`config.mk`:
```
export PLATFORM = sky130hd
export DESIGN_NAME = sincos_iter
export DESIGN_NICKNAME = d
export VERILOG_FILES = /design/src/rtl/sincos_iter.sv
export SDC_FILE = /design/constraint.sdc
export NUM_CORES = 2
export LEC_CHECK = 0
export CAP_MARGIN = 25
export CORE_MARGIN = 2
export CORE_UTILIZATION = 55
export CTS_CLUSTER_DIAMETER = 30
export DETAILED_ROUTE_END_ITERATION = 10
export PLACE_DENSITY = 0.72
export SLEW_MARGIN = 40
export SYNTH_ARGS = -nofsm -noshare
export SYNTH_HDL_FRONTEND = slang
export SYNTH_SLANG_ARGS = --single-unit
```
`constraint.sdc`:
```
create_clock -name clk -period 14.5 [get_ports clk]
set_input_delay 1.45 -clock clk [delete_from_list [all_inputs] [get_ports clk]]
set_output_delay 1.45 -clock clk [all_outputs]
set_load 0.02 [all_outputs]
```
`src/rtl/sincos_iter.sv`:
```
// Iterative sine/cosine in signed fixed point. One shared multiplier; the angle is folded into
// [-pi/2, pi/2] and an odd Taylor polynomial is evaluated by Horner's rule, one product per cycle.
module sincos_iter #(
    parameter int unsigned WIDTH = 32,
    parameter int unsigned FRAC  = 16,
    parameter int unsigned TERMS = 3
) (
    input  logic             clk,
    input  logic             rst,
    input  logic             in_valid,
    output logic             in_ready,
    input  logic [WIDTH-1:0] in_angle,
    input  logic             in_cos,
    output logic             out_valid,
    input  logic             out_ready,
    output logic [WIDTH-1:0] out_value,
    output logic             out_err
);

    localparam int unsigned PW    = 2 * WIDTH;
    localparam real         Scale = 2.0 ** FRAC;
    localparam real         PiR   = 3.14159265358979323846;

    // Real-to-integer casts round to nearest, giving the fixed-point constants.
    localparam logic signed [WIDTH-1:0] Pi     = WIDTH'(longint'(PiR * Scale));
    localparam logic signed [WIDTH-1:0] HalfPi = WIDTH'(longint'(PiR * Scale / 2.0));
    localparam logic signed [WIDTH-1:0] TwoPi  = WIDTH'(longint'(2.0 * PiR * Scale));
    localparam logic signed [WIDTH-1:0] Zero   = '0;
    localparam logic signed [WIDTH-1:0] One    = WIDTH'(longint'(Scale));
    localparam logic signed [WIDTH-1:0] C0     = One;
    localparam logic signed [WIDTH-1:0] C1     = WIDTH'(longint'(-Scale / 6.0));
    localparam logic signed [WIDTH-1:0] C2     = WIDTH'(longint'(Scale / 120.0));
    localparam logic signed [WIDTH-1:0] C3     = WIDTH'(longint'(-Scale / 5040.0));

    typedef enum logic [2:0] {
        StIdle,
        StReduce,
        StSquare,
        StHorner,
        StFinal,
        StDone
    } state_e;

    state_e                    state_q, state_d;
    logic signed [WIDTH-1:0]   x_q, x_d;
    logic signed [WIDTH-1:0]   x2_q, x2_d;
    logic signed [WIDTH-1:0]   acc_q, acc_d;
    logic [1:0]                k_q, k_d;
    logic                      err_q, err_d;
    logic signed [WIDTH-1:0]   out_value_q, out_value_d;
    logic                      out_err_q, out_err_d;

    logic signed [WIDTH-1:0]   x_wrap;
    logic signed [WIDTH-1:0]   x_fold;
    logic signed [WIDTH-1:0]   mul_a;
    logic signed [WIDTH-1:0]   mul_b;
    logic signed [PW-1:0]      prod;
    logic signed [WIDTH-1:0]   mul_res;
    logic signed [WIDTH-1:0]   res_clamped;
    logic signed [WIDTH-1:0]   angle_s;

    // Taylor coefficient for the odd power 2k+1.
    function automatic logic signed [WIDTH-1:0] coef(input logic [1:0] k);
        case (k)
            2'd0:    coef = C0;
            2'd1:    coef = C1;
            2'd2:    coef = C2;
            default: coef = C3;
        endcase
    endfunction

    assign angle_s = $signed(in_angle);

    // Range reduction: wrap into [-pi, pi], then mirror about +-pi/2 (strict compares).
    always_comb begin
        x_wrap = x_q;
        if (x_q > Pi) begin
            x_wrap = x_q - TwoPi;
        end else if (x_q < -Pi) begin
            x_wrap = x_q + TwoPi;
        end
        x_fold = x_wrap;
        if (x_wrap > HalfPi) begin
            x_fold = Pi - x_wrap;
        end else if (x_wrap < -HalfPi) begin
            x_fold = -Pi - x_wrap;
        end
    end

    // Operand steering for the single shared multiplier.
    always_comb begin
        mul_a = acc_q;
        mul_b = x2_q;
        case (state_q)
            StSquare: begin
                mul_a = x_q;
                mul_b = x_q;
            end
            StFinal: begin
                mul_a = acc_q;
                mul_b = x_q;
            end
            default: begin
                mul_a = acc_q;
                mul_b = x2_q;
            end
        endcase
    end

    // Full-width signed product, rescaled by FRAC and truncated back to WIDTH.
    always_comb begin
        prod    = PW'(mul_a) * PW'(mul_b);
        mul_res = WIDTH'(prod >>> FRAC);
    end

    // Clamp catches polynomial overshoot just below +-pi/2.
    always_comb begin
        res_clamped = mul_res;
        if (mul_res > One) begin
            res_clamped = One;
        end else if (mul_res < -One) begin
            res_clamped = -One;
        end
    end

    // Next-state and datapath updates for the sequencer.
    always_comb begin
        state_d     = state_q;
        x_d         = x_q;
        x2_d        = x2_q;
        acc_d       = acc_q;
        k_d         = k_q;
        err_d       = err_q;
        out_value_d = out_value_q;
        out_err_d   = out_err_q;
        unique case (state_q)
            StIdle: begin
                if (in_valid) begin
                    // cos(a) = sin(a + pi/2)
                    x_d     = angle_s + (in_cos ? HalfPi : Zero);
                    err_d   = (angle_s > TwoPi) || (angle_s < -TwoPi);
                    state_d = StReduce;
                end
            end
            StReduce: begin
                x_d     = x_fold;
                state_d = StSquare;
            end
            StSquare: begin
                x2_d    = mul_res;
                acc_d   = coef(2'(TERMS - 1));
                k_d     = 2'(TERMS - 2);
                state_d = StHorner;
            end
            StHorner: begin
                acc_d = coef(k_q) + mul_res;
                if (k_q == 2'd0) begin
                    state_d = StFinal;
                end else begin
                    k_d = k_q - 2'd1;
                end
            end
            StFinal: begin
                // Out-of-range operands run the same sequence; their result is dropped here.
                out_value_d = err_q ? Zero : res_clamped;
                out_err_d   = err_q;
                state_d     = StDone;
            end
            StDone: begin
                if (out_ready) begin
                    state_d = StIdle;
                end
            end
            default: begin
                state_d = StIdle;
            end
        endcase
    end

    // State register with synchronous reset; reset aborts any operation in flight.
    always_ff @(posedge clk) begin
        if (rst) begin
            state_q     <= StIdle;
            x_q         <= '0;
            x2_q        <= '0;
            acc_q       <= '0;
            k_q         <= '0;
            err_q       <= 1'b0;
            out_value_q <= '0;
            out_err_q   <= 1'b0;
        end else begin
            state_q     <= state_d;
            x_q         <= x_d;
            x2_q        <= x2_d;
            acc_q       <= acc_d;
            k_q         <= k_d;
            err_q       <= err_d;
            out_value_q <= out_value_d;
            out_err_q   <= out_err_d;
        end
    end

    assign in_ready  = (state_q == StIdle);
    assign out_valid = (state_q == StDone);
    assign out_value = out_value_q;
    assign out_err   = out_err_q;

endmodule
```
==> qor.txt <==
Status: completed
Global Route Usage Sum: 36.7%
Routed length per instance: 23.5 um
Die height: 271 um
Initial Util: 55.8%
Post-CTS Setup Bufs: 0
Hold Vio Cnt, Final: 0
Met2 wire length: 57,300 um
H-tree depth: 4
Crit. End Element: flop
M1 WL: 51,200 um
Post-CTS Resized: 0
I/O Buffers: 71
Commonest non-fill, non-tap cell in the layout: inv_1
Drt drc: 0
CTS tree: done
Routed vias/inst: 6.01
Mapped Nets: 5,770
Area growth, synth to finish: 7.28%
CTS Root Cell: clkbuf_16
Maximum vdd drop: 0.108 mV
Reg clk slew, reported paths: 70 ps
Crit-path most repeated cell: fa_1
Avg Cell Area, Syn: 8.38 um2
Min cycle time layout: 12,650 ps
Overall die width: 271 um
Initial DRT Pass Iterations: 6
Vias in the first global route: 34,500
Vias: 33,700
CP max stage delay: 720 ps
Mapped cell area: 39,200 um2
Fin Setup TNS: 0 ps
# fillers: 6,217
Post-DP HPWL: 106,000 um
# rows: 97
Worst EP arrival: 12,960 ps
Congestion Overflow GR: 0
Core box area: 70,400 um2
Largest net degree at the start of global routing: 66
First-pass GRT wire length: 205,000 um
Placer Congestion: 1.01
Worst Tran Pin Value: 986 ps
Antenna violations before repair: 2
Ys async rst share: 0%
CP Launch Type: flop
DP Area: 41,400 um2
CP Class: reg2reg
Die ar.: 73,500 um2
TritonCTS Buffers: 17
CTS sink cnt: 135
Max-cap violations: 0
CP required: 14,800 ps
Register area share after synthesis: 6.89%
Final period util: 87.3%
Main synth FF type: dfxtp_1
Hold-fix buffers at CTS: 0
DR top layer: met5
Fmax: 0.0790 GHz
Hold Path Class: reg2reg
DRT antenna net count: 0
Clk buf depth: 2
Final net count: 5,741
Layout cells sized above 1: 5.98%
RSZ-0062 raised after global routing: false
Library cells used by synthesis: 102
Worst slew margin: 34.0%
Post-layout util: 59.8%
Overall Power: 0.00404 W
Clk_skew: 14.9 ps
Post-Route WL: 132,000 um
Post-synth EDFFs: 0
Met3 wire length: 14,800 um
Leakage: 19.2 nW
Crit Path Max Fanout: 43
IO Pins: 72
Mapped Cells: 4,685
DR iter-0 viols: 3,511
Clk_lat worst skew: 450 ps
Slowest cell on crit path: dfxtp_1
Fin Hold WS: 456 ps
PD cells: 96.1 nW/um2
Commonest non-fill, non-tap cells in the layout: inv_1 (879), fa_1 (839), nor2_1 (696), nand2_1 (589), ha_1 (209)
Setup violations, final: 0
FF+latch count, synth: 135
Cell area after layout: 42,100 um2
Slew Limit Fails: 0
Ys Warns: 0
layout make-up:
cell class                      instances  area (um2)  share of cell area, %
Antenna cell                            1        2.50                0.00594
Clock buffer                           18         429                   1.02
Clock inverter                         14         163                  0.386
Inverter                              882        3310                   7.86
Multi-Input combinational cell       3438       32700                   77.8
Sequential cell                       135        2710                   6.42
Tap cell                              940        1180                   2.79
Timing Repair Buffer                  182        1580                   3.75
flip-flops by register name, summed over array words and instances (netlist names):
| name | count |
|---|---|
| acc_q | 32 |
| x2_q | 32 |
| x_q | 32 |
| err_q | 1 |
| out_value | 32 |
| out_err | 1 |
| k_q | 2 |
| state_q | 3 |
critical path, delay by kind of cell, from the launching register on:
kind	cells	cell delay, ps
flip-flops	1	720
buffers and inverters	5	1410
AO/OA/AOI/OAI	11	2190
XOR/XNOR	3	970
AND/OR/NAND/NOR	10	1630
adder cells (fa/ha/maj)	10	4870
multiplexers	1	670
cells in the mapped netlist, drive strengths merged (49+ instances only):
cell type / count / area (um2)
mux2i: 61 / 623
a21oi: 160 / 812
nor2: 698 / 2630
nand2: 590 / 2210
clkbuf: 195 / 732
fa: 839 / 16800
nand3: 51 / 255
ha: 209 / 2620
dfxtp: 135 / 2700
xor2: 49 / 429
o21ai: 74 / 378
inv: 881 / 3310
xnor2: 120 / 1050
path summary, 6_finish.rpt:
check,startpoint,end,slack (ps),cells past startpoint
max reg2reg,state_q[2],acc_q[29],1850,40
min reg2reg,out_value[30],out_value[30],460,2
max,state_q[2],acc_q[29],1850,40
min,out_value[30],out_value[30],460,2
metrics by stage:
stage | setup WS [ps] | instances
final | 1850 | 5610
after global routing | 1180 | 5609
after CTS | 2100 | 5609
after detailed placement | 2120 | 5577
after global placement | 2240 | 5572
after floorplan | 3470 | 4685
kinds of logic after synthesis:
family | after synthesis | synth area share (%)
compound gates | 548 | 9.51
flops | 135 | 6.89
xor+xnor | 170 | 3.83
buf+inv | 1112 | 10.8
fa+ha+maj | 1049 | 49.5
simple gates | 1576 | 17.0
mux | 95 | 2.56
power by group:
part           switching [W]  internal [W]
clock               0.000200      0.000258
combinational        0.00198      0.000986
sequential          0.000192      0.000425
routing by layer:
layer,up-vias,GRT usage [%]
met4,4,18.5
met5,-,0
met3,421,7.02
met1,16800,50.3
li1,14500,-
met2,2030,56.0
No activity file was read; power rests on OpenSTA's default activity.
